==> config.mk <==
export PLATFORM = sky130hd
export DESIGN_NAME = exp_operation_ctrl
export DESIGN_NICKNAME = d
export VERILOG_FILES = /design/src/rtl/exp_operation_ctrl_pkg.sv /design/src/rtl/exp_operation_ctrl.sv
export SDC_FILE = /design/constraint.sdc
export NUM_CORES = 1
export LEC_CHECK = 0
export CORE_MARGIN = 5
export CORE_UTILIZATION = 39
export CTS_CLUSTER_SIZE = 8
export DETAILED_ROUTE_END_ITERATION = 8
export PLACE_DENSITY = 0.76
export RECOVER_POWER = 50
export SLEW_MARGIN = 40
export SYNTH_ARGS = -nofsm -noshare
export SYNTH_HDL_FRONTEND = slang
export SYNTH_SLANG_ARGS = --single-unit
==> constraint.sdc <==
create_clock -name clk -period 1.43 [get_ports clk]
set_clock_uncertainty 0.15 [all_clocks]
set_input_delay 0.286 -clock clk [delete_from_list [all_inputs] [get_ports clk]]
set_output_delay 0.286 -clock clk [all_outputs]
set_load 0.005 [all_outputs]
==> src/rtl/exp_operation_ctrl_pkg.sv <==
// Shared types and constants for the exponent add/subtract sequencer.
// BIAS and PASS2 are only used when EXP_OPERATION_CTRL_MUL_EN is defined.
package exp_operation_ctrl_pkg;

    localparam int EXP_W = 8;

    typedef enum logic [1:0] {
        S_IDLE  = 2'd0,
        S_PASS1 = 2'd1,
        S_PASS2 = 2'd2,
        S_DONE  = 2'd3
    } state_e;

    localparam logic [1:0] CMD_DIFF     = 2'd0;
    localparam logic [1:0] CMD_MUL      = 2'd1;
    localparam logic [1:0] CMD_NORM_INC = 2'd2;
    localparam logic [1:0] CMD_NORM_DEC = 2'd3;

    function automatic int exp_bias(input int ew);
        return (1 << (ew - 1)) - 1;
    endfunction

endpackage

==> src/rtl/exp_operation_ctrl.sv <==
// Exponent datapath sequencer: one or two load passes, then flag resolution.
// Define EXP_OPERATION_CTRL_MUL_EN to enable MUL (second pass subtracting BIAS).
module exp_operation_ctrl
    import exp_operation_ctrl_pkg::*;
#(
    parameter int EW = EXP_W
) (
    input  logic          clk,
    input  logic          rst,
    input  logic          start_i,
    output logic          ready_o,
    input  logic [1:0]    cmd_i,
    input  logic [EW-1:0] shift_i,
    input  logic          ovf_i,
    input  logic          unf_i,
    output logic          load_o,
    output logic          select_a_o,
    output logic          select_b_o,
    output logic          add_subt_o,
    output logic [EW-1:0] oper1_b_o,
    output logic          done_o,
    output logic          overflow_o,
    output logic          underflow_o,
    output logic          err_o
);

`ifdef EXP_OPERATION_CTRL_MUL_EN
    localparam logic [EW-1:0] BIAS = EW'(exp_bias(EW));
    logic mul_q;
    logic c1_q;
`endif

    state_e state;

    always_ff @(posedge clk) begin
        if (!rst) begin
            state       <= S_IDLE;
            ready_o     <= 1'b1;
            load_o      <= 1'b0;
            select_a_o  <= 1'b0;
            select_b_o  <= 1'b0;
            add_subt_o  <= 1'b0;
            oper1_b_o   <= '0;
            done_o      <= 1'b0;
            overflow_o  <= 1'b0;
            underflow_o <= 1'b0;
            err_o       <= 1'b0;
`ifdef EXP_OPERATION_CTRL_MUL_EN
            mul_q       <= 1'b0;
            c1_q        <= 1'b0;
`endif
        end else begin
            // Controls are decoded for the state being entered, so they default to idle.
            load_o     <= 1'b0;
            select_a_o <= 1'b0;
            select_b_o <= 1'b0;
            add_subt_o <= 1'b0;
            oper1_b_o  <= '0;
            done_o     <= 1'b0;
            case (state)
                S_IDLE: begin
                    if (start_i) begin
                        ready_o     <= 1'b0;
                        overflow_o  <= 1'b0;
                        underflow_o <= 1'b0;
                        err_o       <= 1'b0;
`ifdef EXP_OPERATION_CTRL_MUL_EN
                        mul_q       <= (cmd_i == CMD_MUL);
                        begin
`else
                        if (cmd_i == CMD_MUL) begin
                            state  <= S_DONE;
                            done_o <= 1'b1;
                            err_o  <= 1'b1;
                        end else begin
`endif
                            state  <= S_PASS1;
                            load_o <= 1'b1;
                            case (cmd_i)
                                CMD_DIFF: add_subt_o <= 1'b1;
                                CMD_MUL:  ;
                                CMD_NORM_INC: begin
                                    select_a_o <= 1'b1;
                                    select_b_o <= 1'b1;
                                    oper1_b_o  <= EW'(1);
                                end
                                CMD_NORM_DEC: begin
                                    select_a_o <= 1'b1;
                                    select_b_o <= 1'b1;
                                    add_subt_o <= 1'b1;
                                    oper1_b_o  <= shift_i;
                                end
                            endcase
                        end
                    end
                end
                S_PASS1: begin
`ifdef EXP_OPERATION_CTRL_MUL_EN
                    if (mul_q) begin
                        // Keep the carry; it is only meaningful alongside the pass-2 borrow.
                        c1_q       <= ovf_i;
                        state      <= S_PASS2;
                        load_o     <= 1'b1;
                        select_a_o <= 1'b1;
                        select_b_o <= 1'b1;
                        add_subt_o <= 1'b1;
                        oper1_b_o  <= BIAS;
                    end else
`endif
                    begin
                        overflow_o  <= ovf_i;
                        underflow_o <= unf_i;
                        state       <= S_DONE;
                        done_o      <= 1'b1;
                    end
                end
`ifdef EXP_OPERATION_CTRL_MUL_EN
                S_PASS2: begin
                    overflow_o  <= c1_q & ~unf_i;
                    underflow_o <= ~c1_q & unf_i;
                    state       <= S_DONE;
                    done_o      <= 1'b1;
                end
`endif
                S_DONE: begin
                    state   <= S_IDLE;
                    ready_o <= 1'b1;
                end
                default: begin
                    state   <= S_IDLE;
                    ready_o <= 1'b1;
                end
            endcase
        end
    end

endmodule

==> out/qor.yml <==
global_route:
  grt_max_degree: 12
  grt-ovfl-total: 0
  grt_antenna_before_repair: 0
  grtUsageTotal_pct: 11.1
  grt_pass1_vias: 593
  grt_pass1_wl_mm: 2.33
layout:
  final_area_um2: 1090
  nets: 126
  fill_cells: 155
  syn_to_final_growth_pct: 54.3
  antennaDiodeCount: 0
  drive_above_1_share_pct: 21.7
sta:
  max_slew_margin_pct: 79.6
  period_share_pct: 94.8
  worst_pin_slew_ps: 306
  hold_viol_final: 0
  setup_viol_count_final: 0
  fin_hold_ws_ps: 306
  final.setup.tns_ps: 0
  fin_crit_ps: 1360
  rsz0062_at_grt: "false"
  timing.fmax_ghz: 0.738
  slew_viol_final: 0
routing:
  drc_errors: 0
  viasPerCell: 4.41
  route.vias.total: 578
  wl_per_cell_um: 10.6
  drt_wl_total_mm: 1.39
  first_pass_iters: 4
  drt_iter0_markers: 2
  ant_nets: 0
setup_path:
  arrival_ps: 1430
  crit_path_max_incr_delay_ps: 530
  worst-path-buf-inv: 1
  crit_family: "buffers and inverters"
  critPathLaunchType: "input port"
  worstSetupPathType: "input port to flip-flop"
  critPathMaxFanout: 9
  path_cells: "clkdlybuf4s50_1, ha_1, nand2_1, nor3_4"
  end_kind: "flip-flop"
  cp_slowest_cell: "clkdlybuf4s50_1"
  critPathRequiredTime_ps: 1500
floorplan:
  die_h_um: 52.7
  io-pin-count: 32
  dieArea_um2: 2770
  die_w_um: 52.7
  design.core.area_um2: 1730
  start_util_pct: 41.1
  rows: 15
power_and_ir_drop:
  leakage_uw: 0.000497
  ir_worst_vdd_v: 0.000632
  p_per_area_nw_per_um2: 907
yosys:
  synth_area_leader_cell: "dfxtp_1"
  postSynthNetCount: 88
  synth_top_area_share_pct: 50.8
  syn_area_um2: 709
  yosysWarnings: 0
  post_synth_num_cell_types: 20
  ys_seq_elements: 18
  synthCells: 69
  synthTopCellsByArea: "dfxtp_1 51%, nor3_2 11%, ha_1 7.1%"
  syn_area_per_cell_um2: 10.3
  seq_area_frac_synth_pct: 50.8
clock_network:
  cts_sinks: 18
  clk_pin_slew_ps: 100
  cts_setup_buffers: 0
  cts_tree: "built"
  cts_root_buf: "clkbuf_4"
  numCtsBuffers: 3
  htreeDepth: 1
  clock_latency_ps: 280
  cts_buffer_depth: 2
placed_design:
  placement.cell_area_um2: 1080
  dp_hpwl_mm: 1.08
  gp_congestion: 0.665
  port_buffers: 31
hold_path:
  min_path_type: "flip-flop to flip-flop"
run:
  drv_cap: 0
outcome:
  status: "finished, final reports clean"
==> worst register-to-register path: stages (launching register included) <==
cell,delay [ps]
dfxtp_1,440
nand4bb_1,150
buf_2,300
nor3b_1,90
==> synthesized netlist by cell type <==
| master | instances |
|---|---|
| dfxtp_1 | 18 |
| nand2_1 | 13 |
| nor3_2 | 8 |
| nor2_1 | 6 |
| ha_1 | 4 |
| a21oi_1 | 2 |
| inv_1 | 2 |
| nand2b_1 | 2 |
| nor3b_1 | 2 |
| o22ai_1 | 2 |
| a21o_1 | 1 |
| buf_1 | 1 |
| buf_2 | 1 |
| buf_4 | 1 |
| buf_6 | 1 |
| mux2i_1 | 1 |
| nand4bb_1 | 1 |
| nor3_4 | 1 |
| o21ba_2 | 1 |
| or2b_1 | 1 |
==> sequential cells by signal (all words and copies together), names as in the netlist <==
| signal | cells |
|---|---|
| ready_o | 1 |
| select_b_o | 1 |
| add_subt_o | 1 |
| underflow_o | 1 |
| oper1_b_o | 8 |
| load_o | 1 |
| overflow_o | 1 |
| state | 2 |
| done_o | 1 |
| err_o | 1 |
==> power breakdown <==
group	internal (uW)	total, uW	switching [uW]
combinational	88.3	153	65.2
clock	155	307	152
sequential	522	533	10.8
==> layout by cell type (no fill, tap or decap), types with 3 or more instances in the layout <==
cell,instances
dfxtp_1,14
buf_4,3
clkbuf_4,3
dlygate4sd2_1,17
nand2_1,13
nor2_1,6
nor3_2,8
ha_1,4
dfxtp_2,4
clkdlybuf4s50_1,12
==> per-stage QoR <==
stage / utilization, % / setup slack (ps) / std cells / power, uW
detailed placement: 62.6 / -234 / 127 / 712
global placement: 62.6 / -224 / 127 / 711
global route: 63.4 / 16.3 / 131 / 1050
finish: 63.4 / 74.6 / 131 / 993
floorplan: - / 326 / 69 / 613
CTS: 63.8 / 70.2 / 131 / 1010
==> layer usage <==
metal	track usage, %	part of all wire (%)	vias to the layer above
li1	-	-	299
met1	12.6	46	251
met2	18.8	45	26
met3	3.42	8.0	2
met4	5.11	0.57	0
met5	0	0	-
==> final cells by class <==
type | instances | area (um^2) | area share, %
inverters | 2 | 7.51 | 0.686
well taps | 25 | 31.3 | 2.86
clock buffers | 4 | 36.3 | 3.31
repair buffers | 37 | 340 | 31.1
multi-input cells | 45 | 314 | 28.7
flip-flops and latches | 18 | 365 | 33.4
==> path summary, 6_finish.rpt <==
path	startpoint	end	slack, ps	depth (start not counted)
min reg2reg	ready_o	ready_o	310	1
min	ready_o	ready_o	310	1
max	cmd_i[0]	oper1_b_o[3]	70	4
max reg2reg	state[0]	add_subt_o	190	3
==> cell families after synthesis <==
logic type	share of synthesized area [%]
AOI/OAI and AO/OA	5.64
muxes	1.41
DFF	50.8
buffers and inverters	4.94
and+or+nand+nor	30.2
adders and majority gates	7.05
==> repair_timing <==
action                                 4_1_cts  5_1_grt
hold buffers                                 0        0
setup endpoints to repair                   17        0
endpoints found under the hold margin        0        0
resized for setup                           22        0
(Power assumes the default switching activity.)
